$ cat config.mk
export PLATFORM = sky130hd
export DESIGN_NAME = mem_wb_stage_flat
export DESIGN_NICKNAME = d
export VERILOG_FILES = /design/src/rtl/cpu_pkg.sv /design/src/rtl/mem_wb_stage_if.sv /design/src/rtl/mem_wb_stage_dmem_access_fsm.sv /design/src/rtl/mem_wb_stage.sv /design/src/flat_wrapper.sv
export SDC_FILE = /design/constraint.sdc
export NUM_CORES = 1
export LEC_CHECK = 0
export ABC_AREA = 1
export BUFFER_PORTS_ARGS = -buffer_cell sky130_fd_sc_hd__buf_2
export CORE_AREA = 2 2 107 109
export DETAILED_ROUTE_END_ITERATION = 10
export DIE_AREA = 0 0 109 111
export HOLD_SLACK_MARGIN = 0.02
export PLACE_DENSITY = 0.85
export RECOVER_POWER = 25
export SLEW_MARGIN = 10
export SYNTH_ARGS = -nofsm -noshare
export SYNTH_HDL_FRONTEND = slang
export SYNTH_SLANG_ARGS = --single-unit
export TNS_END_PERCENT = 1
$ cat constraint.sdc
create_clock -name clk_i -period 1.45 [get_ports clk_i]
set_clock_uncertainty 0.15 [all_clocks]
set_input_delay 0.29 -clock clk_i [delete_from_list [all_inputs] [get_ports clk_i]]
set_output_delay 0.29 -clock clk_i [all_outputs]
set_load 0.02 [all_outputs]
$ cat src/rtl/cpu_pkg.sv
// ---------------------------------------------------------------------------
// cpu_pkg
//   Shared types and constants for the CPU MEM/WB slice.
//   - XLEN / REG_AW : datapath and register-address widths
//   - mem_state_e   : state encoding for the data-memory access FSM
//   - word_addr()   : drops the byte offset of a byte address
// ---------------------------------------------------------------------------
package cpu_pkg;

    localparam int XLEN   = 32;
    localparam int REG_AW = 5;

    typedef enum logic {
        ST_IDLE   = 1'b0,
        ST_ACCESS = 1'b1
    } mem_state_e;

    function automatic logic [XLEN-3:0] word_addr(input logic [XLEN-1:0] byte_addr);
        return byte_addr[XLEN-1:2];
    endfunction

endpackage

$ cat src/rtl/mem_wb_stage_if.sv
// ---------------------------------------------------------------------------
// mem_wb_stage_if
//   Data-memory request/acknowledge bus between the MEM stage and memory.
//   Signals (stage-side names in brackets):
//     req   [dmem_req_o]   access request, held until ack or abort
//     we    [dmem_we_o]    1 = write
//     addr  [dmem_addr_o]  word address, bits [1:0] always 0
//     wdata [dmem_wdata_o] store data
//     ack   [dmem_ack_i]   single-cycle completion pulse
//     rdata [dmem_rdata_i] load data, valid with ack
//   Modports: master (MEM stage), slave (memory).
// ---------------------------------------------------------------------------
interface mem_wb_stage_if;
    import cpu_pkg::*;

    logic            req;
    logic            we;
    logic [XLEN-1:0] addr;
    logic [XLEN-1:0] wdata;
    logic            ack;
    logic [XLEN-1:0] rdata;

    modport master (output req, we, addr, wdata, input ack, rdata);
    modport slave  (input req, we, addr, wdata, output ack, rdata);

endinterface

$ cat src/rtl/mem_wb_stage_dmem_access_fsm.sv
// ---------------------------------------------------------------------------
// dmem_access_fsm
//   Issues one data-memory access per load/store, holds the request until the
//   acknowledge arrives or the timeout counter expires, and tells the stage
//   when to stall and when the instruction in MEM may commit.
//   Optional feature macro: MEMWB_ALIGN_CHECK_EN (adds misaligned_i/misalign_o).
//
//   state  | meaning
//   -------+-----------------------------------------------------------
//   IDLE   | no access outstanding; memops are issued from here
//   ACCESS | request on the bus, waiting for ack or timeout
//
//   Ports:
//     clk_i, rst_i      clock, synchronous active-high reset
//     memop_i           instruction in MEM is a load or store
//     we_i              access is a write
//     addr_i            word address (byte offset already removed)
//     wdata_i           store data
//     misaligned_i      (macro only) byte offset of the address is non-zero
//     dmem              memory bus, master side
//     stall_o           hold upstream stages (combinational)
//     commit_o          MEM/WB loads the instruction this cycle
//     ack_commit_o      commit is the completion of a memory access
//     err_o             one-cycle pulse after an access timeout
//     misalign_o        (macro only) one-cycle pulse after a rejected memop
// ---------------------------------------------------------------------------
module dmem_access_fsm
    import cpu_pkg::*;
#(
    parameter int TIMEOUT_CYCLES = 16
) (
    input  logic              clk_i,
    input  logic              rst_i,
    input  logic              memop_i,
    input  logic              we_i,
    input  logic [XLEN-3:0]   addr_i,
    input  logic [XLEN-1:0]   wdata_i,
`ifdef MEMWB_ALIGN_CHECK_EN
    input  logic              misaligned_i,
    output logic              misalign_o,
`endif
    mem_wb_stage_if.master    dmem,
    output logic              stall_o,
    output logic              commit_o,
    output logic              ack_commit_o,
    output logic              err_o
);

    localparam int CW = (TIMEOUT_CYCLES > 1) ? $clog2(TIMEOUT_CYCLES) : 1;

    mem_state_e      r_state;
    mem_state_e      w_next;
    logic [CW-1:0]   r_cnt;
    logic [XLEN-3:0] r_addr;
    logic [XLEN-1:0] r_wdata;
    logic            r_we;
    logic            r_err;
    logic            w_stall;
    logic            w_issue;
    logic            w_timeout;
    logic            w_tc;
    logic            w_reject;
`ifdef MEMWB_ALIGN_CHECK_EN
    logic            r_misalign;
`endif

    // Terminal count: last ACCESS cycle allowed without an ack.
    assign w_tc = (TIMEOUT_CYCLES != 0) && (r_cnt == CW'(TIMEOUT_CYCLES - 1));

`ifdef MEMWB_ALIGN_CHECK_EN
    assign w_reject = misaligned_i;
`else
    assign w_reject = 1'b0;
`endif

    always_comb begin
        w_next       = r_state;
        w_stall      = 1'b0;
        commit_o     = 1'b0;
        ack_commit_o = 1'b0;
        w_issue      = 1'b0;
        w_timeout    = 1'b0;
        case (r_state)
            ST_IDLE: begin
                if (!memop_i) begin
                    commit_o = 1'b1;
                end else if (!w_reject) begin
                    w_stall = 1'b1;
                    w_issue = 1'b1;
                    w_next  = ST_ACCESS;
                end
                // rejected memop: no stall, no commit -> bubble
            end
            ST_ACCESS: begin
                // ack on the terminal-count cycle still completes the access
                if (dmem.ack) begin
                    commit_o     = 1'b1;
                    ack_commit_o = 1'b1;
                    w_next       = ST_IDLE;
                end else if (w_tc) begin
                    w_timeout = 1'b1;
                    w_next    = ST_IDLE;
                end else begin
                    w_stall = 1'b1;
                end
            end
            default: w_next = ST_IDLE;
        endcase
    end

    always_ff @(posedge clk_i) begin
        if (rst_i) begin
            r_state <= ST_IDLE;
            r_cnt   <= '0;
            r_addr  <= '0;
            r_wdata <= '0;
            r_we    <= 1'b0;
            r_err   <= 1'b0;
        end else begin
            r_state <= w_next;
            r_err   <= w_timeout;
            if (w_issue) begin
                r_addr  <= addr_i;
                r_wdata <= wdata_i;
                r_we    <= we_i;
            end
            if (r_state == ST_ACCESS && w_next == ST_ACCESS)
                r_cnt <= r_cnt + CW'(1);
            else
                r_cnt <= '0;
        end
    end

`ifdef MEMWB_ALIGN_CHECK_EN
    always_ff @(posedge clk_i) begin
        if (rst_i)
            r_misalign <= 1'b0;
        else
            r_misalign <= (r_state == ST_IDLE) && memop_i && misaligned_i;
    end
    assign misalign_o = r_misalign;
`endif

    assign dmem.req   = (r_state == ST_ACCESS);
    assign dmem.we    = r_we;
    assign dmem.addr  = {r_addr, 2'b00};
    assign dmem.wdata = r_wdata;

    // The stall is held low while reset is asserted so all outputs read 0.
    assign stall_o = w_stall & ~rst_i;
    assign err_o   = r_err;

endmodule

$ cat src/rtl/mem_wb_stage.sv
// ---------------------------------------------------------------------------
// mem_wb_stage
//   MEM stage and MEM/WB pipeline register. Loads/stores go through the
//   dmem_access_fsm sub-module; this level selects the write-back data and
//   holds the MEM/WB register. Cycles that do not commit load a bubble
//   (all MEM/WB fields 0).
//   Optional feature macro: MEMWB_ALIGN_CHECK_EN (misaligned memops rejected,
//   misalign_o pulses); undefined, the address byte offset is dropped.
//
//   Ports:
//     clk_i, rst_i                  clock, synchronous active-high reset
//     pc_i, ALUres_i, wrdata_i      EX/MEM fields
//     rd_addr_i, MemRead_i, MemWrite_i, RegWrite_i, MemtoReg_i
//     dmem                          data-memory bus (master)
//     stall_o                       combinational stall to the hazard unit
//     err_o                         access-timeout pulse
//     misalign_o                    (macro only) misaligned-access pulse
//     pc_o, wbdata_o, rd_addr_o, RegWrite_o   MEM/WB register outputs
// ---------------------------------------------------------------------------
module mem_wb_stage
    import cpu_pkg::*;
#(
    parameter int TIMEOUT_CYCLES = 16
) (
    input  logic              clk_i,
    input  logic              rst_i,
    input  logic [XLEN-1:0]   pc_i,
    input  logic [XLEN-1:0]   ALUres_i,
    input  logic [XLEN-1:0]   wrdata_i,
    input  logic [REG_AW-1:0] rd_addr_i,
    input  logic              MemRead_i,
    input  logic              MemWrite_i,
    input  logic              RegWrite_i,
    input  logic              MemtoReg_i,
    mem_wb_stage_if.master    dmem,
    output logic              stall_o,
    output logic              err_o,
`ifdef MEMWB_ALIGN_CHECK_EN
    output logic              misalign_o,
`endif
    output logic [XLEN-1:0]   pc_o,
    output logic [XLEN-1:0]   wbdata_o,
    output logic [REG_AW-1:0] rd_addr_o,
    output logic              RegWrite_o
);

    logic              w_memop;
    logic              w_commit;
    logic              w_ack_commit;
    logic              w_use_rdata;
    logic [XLEN-1:0]   w_wbdata;
    logic [XLEN-1:0]   r_pc;
    logic [XLEN-1:0]   r_wbdata;
    logic [REG_AW-1:0] r_rd;
    logic              r_regwrite;

    assign w_memop = MemRead_i | MemWrite_i;

    dmem_access_fsm #(
        .TIMEOUT_CYCLES (TIMEOUT_CYCLES)
    ) u_fsm (
        .clk_i        (clk_i),
        .rst_i        (rst_i),
        .memop_i      (w_memop),
        .we_i         (MemWrite_i),
        .addr_i       (word_addr(ALUres_i)),
        .wdata_i      (wrdata_i),
`ifdef MEMWB_ALIGN_CHECK_EN
        .misaligned_i (ALUres_i[1:0] != 2'b00),
        .misalign_o   (misalign_o),
`endif
        .dmem         (dmem),
        .stall_o      (stall_o),
        .commit_o     (w_commit),
        .ack_commit_o (w_ack_commit),
        .err_o        (err_o)
    );

    // Load data only on a completed read; load+store behaves as a store.
    assign w_use_rdata = w_ack_commit & MemtoReg_i & ~MemWrite_i;
    assign w_wbdata    = w_use_rdata ? dmem.rdata : ALUres_i;

    always_ff @(posedge clk_i) begin
        if (rst_i || !w_commit) begin
            r_pc       <= '0;
            r_wbdata   <= '0;
            r_rd       <= '0;
            r_regwrite <= 1'b0;
        end else begin
            r_pc       <= pc_i;
            r_wbdata   <= w_wbdata;
            r_rd       <= rd_addr_i;
            r_regwrite <= RegWrite_i;
        end
    end

    assign pc_o       = r_pc;
    assign wbdata_o   = r_wbdata;
    assign rd_addr_o  = r_rd;
    assign RegWrite_o = r_regwrite;

endmodule

$ cat src/flat_wrapper.sv
// flat-port wrapper written by rule: the top's interface ports become plain ports
module mem_wb_stage_flat import cpu_pkg::*;
#(
    parameter int TIMEOUT_CYCLES = 16
)
  (clk_i, rst_i, pc_i, ALUres_i, wrdata_i, rd_addr_i, MemRead_i, MemWrite_i, RegWrite_i, MemtoReg_i, stall_o, err_o, pc_o, wbdata_o, rd_addr_o, RegWrite_o, dmem_req, dmem_we, dmem_addr, dmem_wdata, dmem_ack, dmem_rdata);
  mem_wb_stage_if dmem_i ();
  input  logic clk_i;
  input  logic rst_i;
  input  logic [XLEN-1:0] pc_i;
  input  logic [XLEN-1:0] ALUres_i;
  input  logic [XLEN-1:0] wrdata_i;
  input  logic [REG_AW-1:0] rd_addr_i;
  input  logic MemRead_i;
  input  logic MemWrite_i;
  input  logic RegWrite_i;
  input  logic MemtoReg_i;
  output logic stall_o;
  output logic err_o;
  output logic [XLEN-1:0] pc_o;
  output logic [XLEN-1:0] wbdata_o;
  output logic [REG_AW-1:0] rd_addr_o;
  output logic RegWrite_o;
  output wire logic [$bits(dmem_i.req)-1:0] dmem_req;
  output wire logic [$bits(dmem_i.we)-1:0] dmem_we;
  output wire logic [$bits(dmem_i.addr)-1:0] dmem_addr;
  output wire logic [$bits(dmem_i.wdata)-1:0] dmem_wdata;
  input wire logic [$bits(dmem_i.ack)-1:0] dmem_ack;
  input wire logic [$bits(dmem_i.rdata)-1:0] dmem_rdata;
  assign dmem_req = dmem_i.req;
  assign dmem_we = dmem_i.we;
  assign dmem_addr = dmem_i.addr;
  assign dmem_wdata = dmem_i.wdata;
  assign dmem_i.ack = dmem_ack;
  assign dmem_i.rdata = dmem_rdata;
  mem_wb_stage #(.TIMEOUT_CYCLES(TIMEOUT_CYCLES)) u_core (.clk_i(clk_i), .rst_i(rst_i), .pc_i(pc_i), .ALUres_i(ALUres_i), .wrdata_i(wrdata_i), .rd_addr_i(rd_addr_i), .MemRead_i(MemRead_i), .MemWrite_i(MemWrite_i), .RegWrite_i(RegWrite_i), .MemtoReg_i(MemtoReg_i), .dmem(dmem_i), .stall_o(stall_o), .err_o(err_o), .pc_o(pc_o), .wbdata_o(wbdata_o), .rd_addr_o(rd_addr_o), .RegWrite_o(RegWrite_o));
endmodule
==> results_dict.tcl, run 1 <==
set metrics [dict create \
    power.density_nw_per_um2 1280 \
    via_per_inst 5.06 \
    yosysTopAreaCell "dfxtp_1" \
    synth_area_leaders "dfxtp_1 60%, nand2_1 13%, nand3_1 11%" \
    cp.required_ps 1010 \
    overflow 0 \
    p_comb_share_pct 17.5 \
    chipWidth_um 109 \
    maxSlewViolCount 0 \
    end_kind "output port" \
    core_um2 11100 \
    ioPinCount 278 \
    status "complete, but fails checks" \
    hold_viol 0 \
    postSynthCellCount 566 \
    multi_input_area_um2 1560 \
    final_cell_area_um2 8430 \
    final_cell_mix "272 x buf_2, 160 x nand2_1, 136 x dfxtp_1" \
    worstSetupPathType "register to output port" \
    antenna_found_initial 0 \
    max_freq_mhz 551 \
    netlist_area_um2 4610 \
    clk_path_buf_depth 2 \
    gr-usage-all-layers_pct 33.1 \
    p_leak_uw 0.00452 \
    slowest_stage "dfxtp_2" \
    fin_cells 1148 \
    p_switching_uw 2910 \
    critical_path_arrival_ps 1370 \
    cts_tree "built" \
    ys_seq_area_share_pct 60.3 \
    area_delta_synth_final_pct 82.7 \
    drt_iter0_markers 563 \
    seq_power_share_pct 39.1 \
    clk_latency_ps 420 \
    placed_area_um2 6320 \
    hpwl_mm 10.2 \
    yosysTopAreaCellShare_pct 60.3 \
    clock_sinks 139 \
    seq_area_um2 2790 \
    worstPathMaxFanout 2 \
    root_buffer "clkbuf_16" \
    die_area_um2 12100 \
    wire_per_inst_um 17.7 \
    ys_seq_elements 139 \
    yosys_warnings 0 \
    syn_avg_cell_area_um2 8.15 \
    wirelength_mm 20.3 \
    fin_setup_tns_ps -665 \
    ir_worst_vdd_mv 0.878 \
    p_int_uw 7860 \
    vias 5807 \
    num-nets-final 1133 \
    drc 0 \
    fillers 643 \
    swShare_pct 27.0 \
    numCtsBuffers 17 \
    hold-worst-slack_ps 35.7 \
    path_cells "ha_4 -> nand3_4 -> nand4_1 -> o21ai_2 -> buf_6" \
    die_h_um 111 \
    setup_viol 3 \
    worstHoldPathType "primary input to register" \
    htree_levels 4 \
    row_count 39 \
    crit_start "u_core.u_fsm.r_cnt[1]$_SDFF_PP0_" \
    p_clk_share_pct 43.4 \
    grt_max_degree 51 \
    timing.final.ws_setup_ps -364 \
    drive_gt1_share_pct 35.2 \
    initial_utilization_pct 41.7 \
    fin_crit_ps 1810 \
    fin_crit_sh_pct 125 \
    drv_cap 0 \
    grt_pass1_wl_mm 30.3 \
    reg2reg_from "u_core.u_fsm.r_cnt[1]$_SDFF_PP0_" \
    clk_pin_slew_ps 60 \
    firstDrtPassIters 7 \
    drtAntennaViolNets 0 \
    cpPeakStageDelay_ps 330 \
    hp-start "MemWrite_i" \
    violations "negative setup slack" \
    dp.cells 973 \
    final_common_cell "buf_2" \
    worst_setup_path_start_kind "register" \
    grt_setup_unrepaired "true" \
    grt_pass1_vias 6123 \
    gp_congestion 0.804 \
    num_antenna_cells 0 \
    yosys.cell_types.count 19 \
    io_buffers 275 \
]
==> registers in the layout, summed over array words and instances (netlist names) <==
name,flops
u_core.pc_o,32
u_core.u_fsm.dmem.wdata,32
u_core.wbdata_o,32
u_core.u_fsm.r_addr,30
u_core.rd_addr_o,5
u_core.u_fsm.r_cnt,4
u_core.RegWrite_o,1
u_core.u_fsm.dmem.req,1
u_core.u_fsm.dmem.we,1
u_core.u_fsm.err_o,1
==> worst paths after layout <==
| check | endpoint | depth (start not counted) | slack, ps |
|---|---|---|---|
| worst max-delay path | stall_o | 5 | -360 |
| worst min-delay path | u_core.u_fsm.dmem.we$_SDFFE_PP0P_ | 3 | 40 |
| worst max register to register | u_core.u_fsm.err_o$_SDFF_PP0_ | 10 | -300 |
| worst min register to register | u_core.u_fsm.r_addr[8]$_SDFFE_PP0P_ | 2 | 320 |
==> Yosys cell counts <==
| cell type | n |
|---|---|
| buf_1 | 5 |
| o21ai_2 | 1 |
| a21oi_1 | 33 |
| xnor2_1 | 1 |
| inv_1 | 44 |
| conb_1 | 1 |
| nand4_1 | 1 |
| ha_1 | 1 |
| nand3_1 | 97 |
| o21ai_0 | 2 |
| clkbuf_1 | 14 |
| nor2_1 | 44 |
| nand3_2 | 1 |
| buf_4 | 2 |
| nand2_1 | 161 |
| buf_2 | 17 |
| xor2_1 | 1 |
| nor2_2 | 1 |
| dfxtp_1 | 139 |
==> power by group through the flow <==
stage               registers (uW)  clock network, uW  logic, uW
CTS                           4200               4620       1790
detailed placement            4270                  0       1490
global placement              4260                  0       1460
global route                  4230               4830       1990
floorplan                     4610                  0        431
finish                        4210               4670       1890
==> metal layers <==
metal | wire length [um] | vias to the layer above | track usage (%) | share of wire [%]
li1 | - | 2623 | - | -
met1 | 6880 | 2662 | 32.6 | 34
met3 | 1570 | 115 | 8.94 | 7.7
met5 | 0 | - | 0 | 0
met4 | 1350 | 0 | 24.1 | 6.7
met2 | 10500 | 407 | 58.2 | 52
==> per-stage QoR <==
step                      worst slack (ps)  power [uW]  utilization, %
after floorplan                       7.70        5040               -
after global placement                24.5        5720            57.1
after detailed placement             -40.0        5760            57.1
after CTS                             -342       10600            75.8
after global routing                  -408       11000            76.1
final                                 -364       10800            76.1
==> layout make-up <==
| class | instances | share of cell area [%] |
|---|---|---|
| timing repair buffer | 444 | 36.9 |
| sequential | 139 | 33.1 |
| multi-input combinational | 346 | 18.5 |
| clock buffer | 21 | 5.46 |
| tap | 143 | 2.12 |
| clock inverter | 11 | 1.99 |
| inverter | 44 | 1.96 |
==> logic make-up after synthesis <==
family	count (synthesis)	share of synthesized area, %
AND/OR/NAND/NOR	305	27.7
AO/OA/AOI/OAI	36	3.99
other	1	0.0813
XOR/XNOR	2	0.380
flip-flops	139	60.3
adder cells (fa/ha/maj)	1	0.271
buffers and inverters	82	7.29
==> what timing repair did <==
item,4_1_cts,5_1_grt
pin swaps,3,1
endpoints found under the hold margin,133,0
gates resized for setup,13,7
setup buffers,8,0
hold buffers,135,0
endpoints found under the setup margin,2,14
==> critical path: cells and delay by family, from the launching register on <==
kind,cells,cell delay [ps]
buffers and inverters,1,140
AO/OA/AOI/OAI,1,110
flip-flops,1,330
AND/OR/NAND/NOR,2,200
adder cells (fa/ha/maj),1,170
No activity file was read; power rests on OpenSTA's default activity.
==> run 2: changes to the inputs <==
--- a/config.mk
+++ b/config.mk
@@ -7,11 +7,11 @@
 export LEC_CHECK = 0
 export ABC_AREA = 1
 export BUFFER_PORTS_ARGS = -buffer_cell sky130_fd_sc_hd__buf_2
-export CORE_AREA = 2 2 107 109
+export CORE_ASPECT_RATIO = 0.7
+export CORE_UTILIZATION = 45
 export DETAILED_ROUTE_END_ITERATION = 10
-export DIE_AREA = 0 0 109 111
 export HOLD_SLACK_MARGIN = 0.02
-export PLACE_DENSITY = 0.85
+export PLACE_DENSITY_LB_ADDON = 0.12
 export RECOVER_POWER = 25
 export SLEW_MARGIN = 10
 export SYNTH_ARGS = -nofsm -noshare
==> constraint.sdc (replaced) <==
create_clock -name clk_i -period 2.15 [get_ports clk_i]
set_clock_uncertainty 0.15 [all_clocks]
set_input_delay 0.43 -clock clk_i [delete_from_list [all_inputs] [get_ports clk_i]]
set_output_delay 0.43 -clock clk_i [all_outputs]
set_load 0.02 [all_outputs]
==> run 2 against run 1 <==
The run now ends clean. Final cell count fell by 15%. Die area fell by 12%. Sequential cell count did not move. Global-route usage fell by 8.3 points. Utilization fell by 8.8 points. Clock power fell by 39%. Non-clock buffer count fell by 155. First-iteration DRC count fell by 54%. Clock-buffer cell count did not move. Sequential power fell by 33%.
==> results_dict.tcl, run 2 (same netlist as run 1, synthesis figures left out) <==
set metrics [dict create \
    hpwl_mm 9.88 \
    critical_path_arrival_ps 1440 \
    clk_path_buf_depth 2 \
    use_met2_pct 44.2 \
    via_per_inst 4.72 \
    placed_area_um2 6110 \
    cts_tree "built" \
    worstPathMaxFanout 3 \
    cp.required_ps 1570 \
    grt_pass1_wl_mm 20.0 \
    chipWidth_um 123 \
    io_buffers 275 \
    wirelength_mm 13.5 \
    die_h_um 86.7 \
    gr-usage-all-layers_pct 24.8 \
    slew_headroom_pct 54.5 \
    ir_worst_vdd_mv 0.620 \
    grt_setup_unrepaired "false" \
    firstDrtPassIters 5 \
    area_delta_synth_final_pct 43.5 \
    antenna_found_initial 0 \
    worstSetupPathType "register to output port" \
    fin_crit_sh_pct 94.1 \
    gp_congestion 0.775 \
    worst_setup_path_start_kind "register" \
    clk_pin_slew_ps 60 \
    root_buffer "clkbuf_16" \
    final_cell_area_um2 6620 \
    drc 0 \
    post_cts_resized 0 \
    final_core_util_pct 67.3 \
    end_kind "output port" \
    wire_per_inst_um 13.8 \
    p_leak_uw 0.00356 \
    clk_latency_ps 410 \
    grt_use_met1_pct 27.4 \
    fin_setup_tns_ps 0 \
    htree_levels 4 \
    status "completed" \
    drive_gt1_share_pct 30.8 \
    num-nets-final 978 \
    cts_setup_buffers 1 \
    numCtsBuffers 17 \
    power.density_nw_per_um2 997 \
    clock_sinks 139 \
    initial_utilization_pct 46.9 \
    core_um2 9830 \
    num_antenna_cells 0 \
    gr-max-usage-layer "met2" \
    tightest_slew_ps 680 \
    hold_buffers 0 \
    fin_crit_ps 2020 \
    worstHoldPathType "primary input to register" \
    maxSlewViolCount 0 \
    setup_viol 0 \
    final_cell_mix "214 x buf_2, 161 x nand2_1, 139 x dfxtp_1" \
    hold_viol 0 \
    vias 4621 \
    overflow 0 \
    ioPinCount 278 \
    use_met3_pct 7.04 \
    grt_max_degree 64 \
    drtAntennaViolNets 0 \
    p_total_uw 6600 \
    die_area_um2 10700 \
    drv_cap 0 \
    final_common_cell "buf_2" \
    drt_iter0_markers 257 \
    row_count 30 \
    max_freq_mhz 494 \
    grt_pass1_vias 4304 \
]
run 2: cell types whose count changed in the layout (fill, tap and decap cells not counted), moves of 3 or more:
| cell | previous run | this run |
|---|---|---|
| dlygate4sd3_1 | 135 | 0 |
| clkbuf_1 | 2 | 63 |
| buf_2 | 272 | 214 |
| buf_4 | 25 | 12 |
| buf_12 | 8 | 1 |
| buf_6 | 3 | 0 |
| dfxtp_1 | 136 | 139 |
| dfxtp_2 | 3 | 0 |
run 2: stage by stage:
| step | hold WS [ps] | worst slack [ps] | instances |
|---|---|---|---|
| 2_1_floorplan | 268 | 342 | 567 |
| 3_3_place_gp | 282 | 354 | 945 |
| 3_5_place_dp | 298 | 314 | 945 |
| 5_1_grt | 55.0 | 17.0 | 978 |
| 6_report | 58.3 | 127 | 978 |
| 4_1_cts | 43.7 | 104 | 978 |
run 2: power by group:
group / switching (uW) / internal, uW
Combinational: 605 / 298
Sequential: 75.4 / 2760
Clock: 1070 / 1790
Total: 1750 / 4850
run 2: area by class of cell:
cell class	count	area [um2]
inverters	44	165
flip-flops and latches	139	2780
repair buffers	289	1410
fillers	887	3210
clock buffers	21	470
well taps	128	160
clock inverters	11	119
multi-input cells	346	1510
run 2: worst max-delay path, cell delays in order, from the launching register on:
cell and delay (ps):
dfxtp_1 330, ha_1 220, nand3_1 110, nand4_1 100, o21ai_0 90, buf_2 190
run 2: worst paths after layout:
kind                                     from                                       end  slack (ps)  cells past startpoint
max reg2reg  u_core.u_fsm.dmem.req$_SDFF_PP0_                u_core.pc_o[11]$_SDFF_PP0_         200                      5
min                              wrdata_i[31]  u_core.u_fsm.dmem.wdata[31]$_SDFFE_PP0P_          60                      3
max          u_core.u_fsm.r_cnt[0]$_SDFF_PP0_                                   stall_o         130                      5
min reg2reg  u_core.u_fsm.r_cnt[0]$_SDFF_PP0_          u_core.u_fsm.r_cnt[0]$_SDFF_PP0_         310                      1
run 2: layer usage:
metal / wire (um) / share of wire, %
met5: 0 / 0
met4: 131 / 0.97
met3: 1100 / 8.1
met2: 6870 / 51
met1: 5410 / 40
==> run 3: changes to the inputs <==
--- a/config.mk
+++ b/config.mk
@@ -11,10 +11,11 @@
 export CORE_UTILIZATION = 45
 export DETAILED_ROUTE_END_ITERATION = 10
 export HOLD_SLACK_MARGIN = 0.02
+export MAX_ROUTING_LAYER = met4
 export PLACE_DENSITY_LB_ADDON = 0.12
 export RECOVER_POWER = 25
-export SLEW_MARGIN = 10
 export SYNTH_ARGS = -nofsm -noshare
 export SYNTH_HDL_FRONTEND = slang
+export SYNTH_HIERARCHICAL = 1
 export SYNTH_SLANG_ARGS = --single-unit
 export TNS_END_PERCENT = 1
==> run 3 against run 2 <==
Setup slack improved by 0.87 ps. Clock power rose by 5%. Sequential power barely moved. Highest routed layer unchanged. Utilization fell by 2.3 points. Maximum frequency barely moved. Final cell count rose by 7.4%. Critical endpoint unchanged. Final area rose by 2.9%.
==> results_dict.tcl, run 3 <==
set metrics [dict create \
    status "completed" \
    row_count 31 \
    wirelength_mm 13.3 \
    via_per_inst 4.55 \
    reg2reg_from "u_core/u_fsm/dmem.req$_SDFF_PP0_" \
    tightest_slew_ps 655 \
    yosys.cell_types.count 22 \
    worstHoldPathType "primary input to register" \
    clk_pin_slew_ps 60 \
    synth_common_cells "234 x nor2_1, 139 x dfxtp_1, 77 x inv_1" \
    setup_viol 0 \
    die_h_um 89.2 \
    ys_seq_area_share_pct 56.9 \
    antenna_found_initial 0 \
    drt_iter0_markers 194 \
    p_comb_share_pct 14.4 \
    grt_pass1_vias 4382 \
    vias 4782 \
    final_core_util_pct 65.0 \
    firstDrtPassIters 4 \
    ioPinCount 278 \
    yosysTopAreaCell "dfxtp_1" \
    synth_area_leaders "dfxtp_1 57%, nor2_1 18%, inv_1 5.9%" \
    max_freq_mhz 494 \
    fin_crit_sh_pct 94.1 \
    synth-main-ff-cell "dfxtp_1" \
    hold_viol 0 \
    seq_power_share_pct 41.6 \
    fin_crit_ps 2020 \
    gr-usage-all-layers_pct 23.9 \
    grt_setup_unrepaired "false" \
    numCtsBuffers 17 \
    worstPathMaxFanout 3 \
    initial_utilization_pct 46.7 \
    clock_sinks 139 \
    async_flop_share_pct 0 \
    clk_path_buf_depth 2 \
    htree_levels 4 \
    hpwl_mm 9.49 \
    critical_path_arrival_ps 1440 \
    final_common_cell "nor2_1" \
    grt_max_degree 65 \
    swShare_pct 26.9 \
    die_area_um2 11300 \
    num_antenna_cells 0 \
    p_int_uw 5000 \
    root_buffer "clkbuf_16" \
    yosysTopAreaCellShare_pct 56.9 \
    area_delta_synth_final_pct 39.2 \
    core_um2 10500 \
    p_leak_uw 0.00372 \
    crit_start "u_core/u_fsm/r_cnt[1]$_SDFF_PP0_" \
    cp.required_ps 1570 \
    cts_tree "built" \
    num-nets-final 1046 \
    syn_avg_cell_area_um2 7.69 \
    drtAntennaViolNets 0 \
    clk_latency_ps 400 \
    netlist_area_um2 4890 \
    grt_pass1_wl_mm 20.2 \
    worst_setup_path_start_kind "register" \
    ir_worst_vdd_mv 0.526 \
    synth_edf_count 0 \
    overflow 0 \
    fin_setup_tns_ps 0 \
    yosys_warnings 6 \
    gp_congestion 0.790 \
    hp-start "pc_i[13]" \
    maxSlewViolCount 0 \
    final_cell_mix "234 x nor2_1, 210 x buf_2, 138 x dfxtp_1" \
    power.density_nw_per_um2 1000 \
    end_kind "output port" \
    io_buffers 275 \
    wire_per_inst_um 12.7 \
    drc 0 \
    postSynthCellCount 636 \
    worstSetupPathType "register to output port" \
    ys_seq_elements 139 \
    drive_gt1_share_pct 28.3 \
    drv_cap 0 \
    p_switching_uw 1840 \
    slew_headroom_pct 56.3 \
    synth_most_common_cell "nor2_1" \
    p_clk_share_pct 43.9 \
    chipWidth_um 127 \
]
[run 3: metal layers]
| layer | global-route usage, % | wire [um] | up-vias |
|---|---|---|---|
| met5 | - | 0 | - |
| met4 | 11.5 | 255 | 0 |
| met3 | 5.09 | 822 | 25 |
| met2 | 42.0 | 6690 | 183 |
| met1 | 26.4 | 5530 | 2145 |
| li1 | - | - | 2429 |
[run 3: power by group through the flow]
stage / Clock (uW) / Combinational (uW) / Sequential, uW
finish: 3010 / 987 / 2850
detailed placement: 0 / 1000 / 2900
global route: 3170 / 1090 / 2870
floorplan: 0 / 398 / 3140
CTS: 3050 / 1010 / 2850
global placement: 0 / 983 / 2890
[run 3: final cells by class]
cell class | count | area, um2
fill | 986 | 3660
timing repair buffer | 283 | 1370
clock buffer | 19 | 453
clock inverter | 13 | 168
sequential | 139 | 2780
tap | 132 | 165
inverter | 81 | 307
multi-input combinational | 383 | 1570
[run 3: timing repair]
item	4_1_cts	5_1_grt
setup endpoints to repair	0	1
resized for setup	0	3
hold buffers	0	0
buffers inserted	0	1
[run 3: final timing paths]
| path | endpoint | slack, ps | depth (start not counted) |
|---|---|---|---|
| hold / removal | u_core/pc_o[13]$_SDFF_PP0_ | 80 | 3 |
| setup / recovery | stall_o | 130 | 5 |
| hold reg to reg | u_core/u_fsm/r_cnt[0]$_SDFF_PP0_ | 280 | 1 |
| setup reg to reg | u_core/wbdata_o[17]$_SDFF_PP0_ | 450 | 7 |
[run 3: logic make-up (layout without fill, tap and decap cells)]
logic type / count (synthesis) / in the layout / share of synthesized area, %
AND/OR/NAND/NOR: 316 / 316 / 25.0
buffers and inverters: 115 / 396 / 11.3
adder cells (fa/ha/maj): 1 / 1 / 0.256
AO/OA/AOI/OAI: 64 / 64 / 6.55
flip-flops: 139 / 139 / 56.9
other: 1 / 2 / 0.0767
[run 3: metrics by stage]
step	setup WS [ps]	area, um2	std cells	hold slack [ps]	power [uW]
5_1_grt	21.7	6810	1050	71.1	7130
6_report	128	6810	1050	83.1	6840
3_5_place_dp	178	6260	1017	311	3900
2_1_floorplan	297	4900	637	280	3530
3_3_place_gp	253	6260	1017	298	3870
4_1_cts	8.10	6880	1049	68.0	6900
[run 3: critical path, stage by stage, from the launching register on]
cell and delay [ps]:
dfxtp_1 350, ha_2 200, nand3_1 110, nand4_1 160, nand2_1 70, buf_4 160
